## src/rtl/bus_pkg.sv

```systemverilog
// Shared widths, FSM encoding and the default response timeout for the
// two-requester bus arbiter.
package bus_pkg;

  localparam int ADDR_W          = 16;
  localparam int DATA_W          = 16;
  localparam int TIMEOUT_DEFAULT = 255;

  typedef enum logic [1:0] {
    ST_IDLE  = 2'd0,
    ST_ISSUE = 2'd1,
    ST_WAIT  = 2'd2
  } state_e;

endpackage

```

## src/rtl/rr_pick2.sv

```systemverilog
// Two-way round-robin picker: one-hot grant, the requester not granted last
// wins a tie. Purely combinational.
module rr_pick2 (
  input  logic       i_valid0,
  input  logic       i_valid1,
  input  logic       i_last,
  output logic [1:0] o_grant
);

  // Tie goes to req0 only when req1 was the last one served
  always_comb begin
    o_grant = 2'b00;
    if (i_valid0 && (!i_valid1 || i_last)) begin
      o_grant = 2'b01;
    end else if (i_valid1) begin
      o_grant = 2'b10;
    end else begin
      o_grant = 2'b00;
    end
  end

endmodule

```

## src/rtl/bus_arbiter.sv

```systemverilog
// Round-robin arbiter granting two requesters access to a core-chain bus,
// one outstanding transaction at a time, with a response timeout.
module bus_arbiter
  import bus_pkg::*;
#(
  parameter int unsigned TIMEOUT_CYCLES = TIMEOUT_DEFAULT
) (
  input  logic              clk,
  input  logic              rst_n,
  input  logic [ADDR_W-1:0] req0_addr_i,
  input  logic [DATA_W-1:0] req0_data_i,
  input  logic              req0_rw_i,
  input  logic              req0_valid_i,
  output logic              req0_ready_o,
  output logic [DATA_W-1:0] req0_rdata_o,
  output logic              req0_rvalid_o,
  output logic              req0_err_o,
  input  logic [ADDR_W-1:0] req1_addr_i,
  input  logic [DATA_W-1:0] req1_data_i,
  input  logic              req1_rw_i,
  input  logic              req1_valid_i,
  output logic              req1_ready_o,
  output logic [DATA_W-1:0] req1_rdata_o,
  output logic              req1_rvalid_o,
  output logic              req1_err_o,
  output logic [ADDR_W-1:0] bus_addr_o,
  output logic [DATA_W-1:0] bus_data_o,
  output logic              bus_rw_o,
  output logic              bus_valid_o,
  input  logic [DATA_W-1:0] bus_data_i,
  input  logic              bus_rw_i,
  input  logic              bus_valid_i
);

  localparam logic [15:0] TMO_LIM = 16'(TIMEOUT_CYCLES - 32'd1);

  state_e            r_state;
  logic [15:0]       r_timer;
  logic              r_last;
  logic              r_owner;
  logic [ADDR_W-1:0] r_bus_addr;
  logic [DATA_W-1:0] r_bus_data;
  logic              r_bus_rw;
  logic              r_bus_valid;
  logic [DATA_W-1:0] r_rdata0;
  logic [DATA_W-1:0] r_rdata1;
  logic [1:0]        r_rvalid;
  logic [1:0]        r_err;

  logic [1:0]        w_grant;
  logic [1:0]        w_ready;
  logic [15:0]       w_timer_nxt;
  logic              w_unused;

  // Responses are accepted the same way for reads and writes, so the returned rw is not needed
  assign w_unused    = bus_rw_i;
  assign w_timer_nxt = r_timer + 16'd1;

  rr_pick2 u_pick (
    .i_valid0 (req0_valid_i),
    .i_valid1 (req1_valid_i),
    .i_last   (r_last),
    .o_grant  (w_grant)
  );

  // Ready is offered only in IDLE and is held low while reset is asserted
  always_comb begin
    w_ready = 2'b00;
    if ((r_state == ST_IDLE) && rst_n) begin
      w_ready = w_grant;
    end else begin
      w_ready = 2'b00;
    end
  end

  // Arbitration FSM with registered bus and response outputs
  always_ff @(posedge clk or negedge rst_n) begin
    if (!rst_n) begin
      r_state     <= ST_IDLE;
      r_timer     <= 16'd0;
      r_last      <= 1'b1;
      r_owner     <= 1'b0;
      r_bus_addr  <= {ADDR_W{1'b0}};
      r_bus_data  <= {DATA_W{1'b0}};
      r_bus_rw    <= 1'b0;
      r_bus_valid <= 1'b0;
      r_rdata0    <= {DATA_W{1'b0}};
      r_rdata1    <= {DATA_W{1'b0}};
      r_rvalid    <= 2'b00;
      r_err       <= 2'b00;
    end else begin
      r_rvalid    <= 2'b00;
      r_err       <= 2'b00;
      r_bus_addr  <= {ADDR_W{1'b0}};
      r_bus_data  <= {DATA_W{1'b0}};
      r_bus_rw    <= 1'b0;
      r_bus_valid <= 1'b0;
      case (r_state)
        ST_IDLE: begin
          if (w_ready != 2'b00) begin
            r_owner     <= w_ready[1];
            r_bus_addr  <= w_ready[1] ? req1_addr_i : req0_addr_i;
            r_bus_data  <= w_ready[1] ? req1_data_i : req0_data_i;
            r_bus_rw    <= w_ready[1] ? req1_rw_i : req0_rw_i;
            r_bus_valid <= 1'b1;
            r_state     <= ST_ISSUE;
          end else begin
            r_state <= ST_IDLE;
          end
        end
        ST_ISSUE: begin
          r_timer <= 16'd0;
          r_state <= ST_WAIT;
        end
        ST_WAIT: begin
          r_timer <= w_timer_nxt;
          // A response in the timeout cycle still wins over the error
          if (bus_valid_i || (w_timer_nxt == TMO_LIM)) begin
            if (r_owner) begin
              r_rdata1    <= bus_valid_i ? bus_data_i : {DATA_W{1'b0}};
              r_rvalid[1] <= 1'b1;
              r_err[1]    <= !bus_valid_i;
            end else begin
              r_rdata0    <= bus_valid_i ? bus_data_i : {DATA_W{1'b0}};
              r_rvalid[0] <= 1'b1;
              r_err[0]    <= !bus_valid_i;
            end
            r_last  <= r_owner;
            r_state <= ST_IDLE;
          end else begin
            r_state <= ST_WAIT;
          end
        end
        default: begin
          r_state <= ST_IDLE;
        end
      endcase
    end
  end

  assign req0_ready_o  = w_ready[0];
  assign req1_ready_o  = w_ready[1];
  assign req0_rdata_o  = r_rdata0;
  assign req1_rdata_o  = r_rdata1;
  assign req0_rvalid_o = r_rvalid[0];
  assign req1_rvalid_o = r_rvalid[1];
  assign req0_err_o    = r_err[0];
  assign req1_err_o    = r_err[1];
  assign bus_addr_o    = r_bus_addr;
  assign bus_data_o    = r_bus_data;
  assign bus_rw_o      = r_bus_rw;
  assign bus_valid_o   = r_bus_valid;

endmodule

```

## config.mk

```make
export PLATFORM = sky130hd
export DESIGN_NAME = bus_arbiter
export DESIGN_NICKNAME = d
export VERILOG_FILES = /design/src/rtl/bus_pkg.sv /design/src/rtl/rr_pick2.sv /design/src/rtl/bus_arbiter.sv
export SDC_FILE = /design/constraint.sdc
export NUM_CORES = 1
export LEC_CHECK = 0
export CORE_UTILIZATION = 35
export DETAILED_ROUTE_END_ITERATION = 8
export PLACE_DENSITY_LB_ADDON = 0.15
export REMOVE_ABC_BUFFERS = 1
export SLEW_MARGIN = 10
export SYNTH_ARGS = -nofsm -noshare
export SYNTH_HDL_FRONTEND = slang
export SYNTH_SLANG_ARGS = --single-unit
```

## constraint.sdc

```tcl
create_clock -name clk -period 5.8 [get_ports clk]
set_clock_uncertainty 0.05 [all_clocks]
set_input_delay 1.45 -clock clk [delete_from_list [all_inputs] [get_ports clk]]
set_output_delay 1.45 -clock clk [all_outputs]
set_load 0.02 [all_outputs]
```

==> run metrics <==
Peak supply drop=0.000195 V; Main synth FF type=dfrtp_1; effective utilization at floorplan=35.9%; height of the chip=108 um; CTS tree=built; CTS Sinks=around 90; critical path endpoint category=primary output; Relative slew margins=15.6%; antenna cells=0; first-pass GRT wire length=approximately 17000 um; Die ar.=0.0116 mm^2; DRT Pass-1 Iters=4; DRC Markers=0; reg2reg path depth=6; DP HPWL=about 7700 um; Detailed Route Iter0 Violations=~140; via/cell ratio=between 5 and 6; most common cell after layout, fill and taps aside=clkdlybuf4s50_1; critical path fanouts, max=2; nets=584; share of cells above drive strength 1=7.85%; H-tree Lvls=3; GRT overflow=0; Pleak=around 2.4 nW; CTS Hold Bufs=0; Core Util, Final=53.3%; met1 WL=4460 um; FF+latch count, synth=~90; root buf cell=clkbuf_8; post-DR wirelength/cell=17.1 um; type of the tightest min-delay check=flop to flop; CP Launch Type=primary input; FFs w/ async S/R, synth=100%; post-synthesis sequential area ratio=57.2%; post-CTS sizing=0; Final Max Slew Viols=0; Setup TNS=0 ns; # rows=38; syn avg cell area=11.4 um^2; DR top layer=met4; Worst-Margin Slew=roughly 1.3 ns; synthesis-to-layout area growth=48.2%; IO Count=160; met3 wire length=904 um; WL met2=5260 um; quantity of I/O buffers inserted on ports=158; Cells on Worst Hold Path=1; largest net degree at the start of global routing=48; Total Routed Length=10900 um; max-cap viol count=0; commonest cells after routing, fill and taps aside=clkdlybuf4s50_1 (157), dfrtp_1 (88), a22o_1 (45); maximum clock insertion buffer count=2; number of CTS-inserted buffers=9; setup bufs post-CTS=0; core box area=about 0.011 mm^2; Yosys cell types=48; CP required=4.30 ns; Post-synth EDFFs=0; WS Path Type=primary input to primary output; yosys warns=0; Tcrit/Tclk final=76.6%; Antenna Nets Post-Route=0; initial antenna violation count=0; fin crit period=4.44 ns; final setup vio count=0; status=complete, no violations; clk slew on worst S/H paths=0.08 ns; Mapped Area=0.00390 mm^2; Die X=108 um; CP arrival=2.94 ns; final hold violation count=0; Highest Clock Rate=225 MHz; all-layer global routing usage=19.9%; clk_lat worst skew=0.36 ns; RSZ-0062 raised after global routing=false; Cell Pwr Density=383 mW/mm^2; vias in the first global route=between 3000 and 4000; Final Wtd Congestion=0.785; Synth Instances=between 300 and 400; total number of vias=~3400
==> sequential cells by signal, summed over array words and instances, names as in the netlist <==
name	cells
r_timer	16
req0_rdata_o	16
bus_data_o	16
r_rvalid	2
bus_addr_o	16
req1_rdata_o	16
bus_rw_o	1
r_owner	1
r_state	1
bus_valid_o	1
r_err	2
r_last	1
==> critical path, stage by stage <==
cell,delay [ns]
clkdlybuf4s50_1,0.50
nand3_1,0.12
a21oi_2,0.19
clkdlybuf4s50_1,0.69
==> kinds of logic after synthesis <==
kind of cell | synth area share, %
adder cells (fa/ha/maj) | 1.28
buffers and inverters | 3.89
AO/OA/AOI/OAI | 23.2
flip-flops | 57.2
XOR/XNOR | 0.899
multiplexers | 1.93
AND/OR/NAND/NOR | 11.6
==> final timing paths <==
check	from	endpoint	slack (ns)
max	req1_valid_i	req1_ready_o	1.36
min	r_state[1]	r_state[1]	0.44
max reg2reg	bus_valid_o	req0_rdata_o[3]	2.63
min reg2reg	r_state[1]	r_state[1]	0.44
max in group asynchronous	rst_n	req0_rdata_o[10]	3.56
min in group asynchronous	rst_n	bus_data_o[0]	0.83
==> per-layer routing <==
layer,global-route usage (%),vias up
met5,0,-
li1,-,1584
met4,8.22,0
met1,24.7,1645
met3,7.32,18
met2,31.1,131
==> synth_stat cells, drive strengths merged, types with 2 or more instances <==
library cell  number  area [um^2]
dfrtp             88         2200
a22o              53          474
nand2             29          111
o21ai             29          145
clkbuf            18         68.8
a22oi             16          120
nand3             12         77.6
nor2              10         37.5
inv                9         33.8
nand4              7         43.8
nor4               7         58.8
a21oi              6         30.0
buf                6         45.0
mux2i              6         60.1
nor3               5         25.0
o2bb2ai            5         43.8
ha                 4         50.1
o31ai              4         30.0
xnor2              3         26.3
a31oi              2         12.5
and3               2         13.8
nand2b             2         12.5
nand4b             2         17.5
nor2b              2         12.5
or2                2         12.5
or3                2         12.5
==> report_power, final <==
group / leakage, nW / switching (mW) / internal (mW) / total (mW)
clock network: 0.0970 / 0.218 / 0.212 / 0.431
logic: 1.22 / 0.479 / 0.437 / 0.916
registers: 1.12 / 0.0913 / 0.770 / 0.861
==> metrics by stage <==
stage / area, um^2 / setup slack [ns] / hold slack [ns] / std cells / power, mW
floorplan: 3780 / 1.22 / 0.408 / 319 / 1.33
global placement: 5570 / 1.36 / 0.421 / 621 / 1.78
detailed placement: 5570 / 1.34 / 0.434 / 621 / 1.79
CTS: 5770 / 1.33 / 0.445 / 637 / 2.23
global route: 5770 / 1.28 / 0.458 / 637 / 2.35
finish: 5770 / 1.36 / 0.444 / 637 / 2.21
==> layout make-up <==
cell class | count | area, um^2
Inverter | 10 | 37.5
Multi-Input combinational cell | 220 | 1530
Fill cell | 998 | 5070
Clock inverter | 4 | 51.3
Sequential cell | 89 | 2230
Clock buffer | 12 | 145
Tap cell | 140 | 175
Timing Repair Buffer | 162 | 1610
Note: power is estimated with default switching activity, not from simulation.
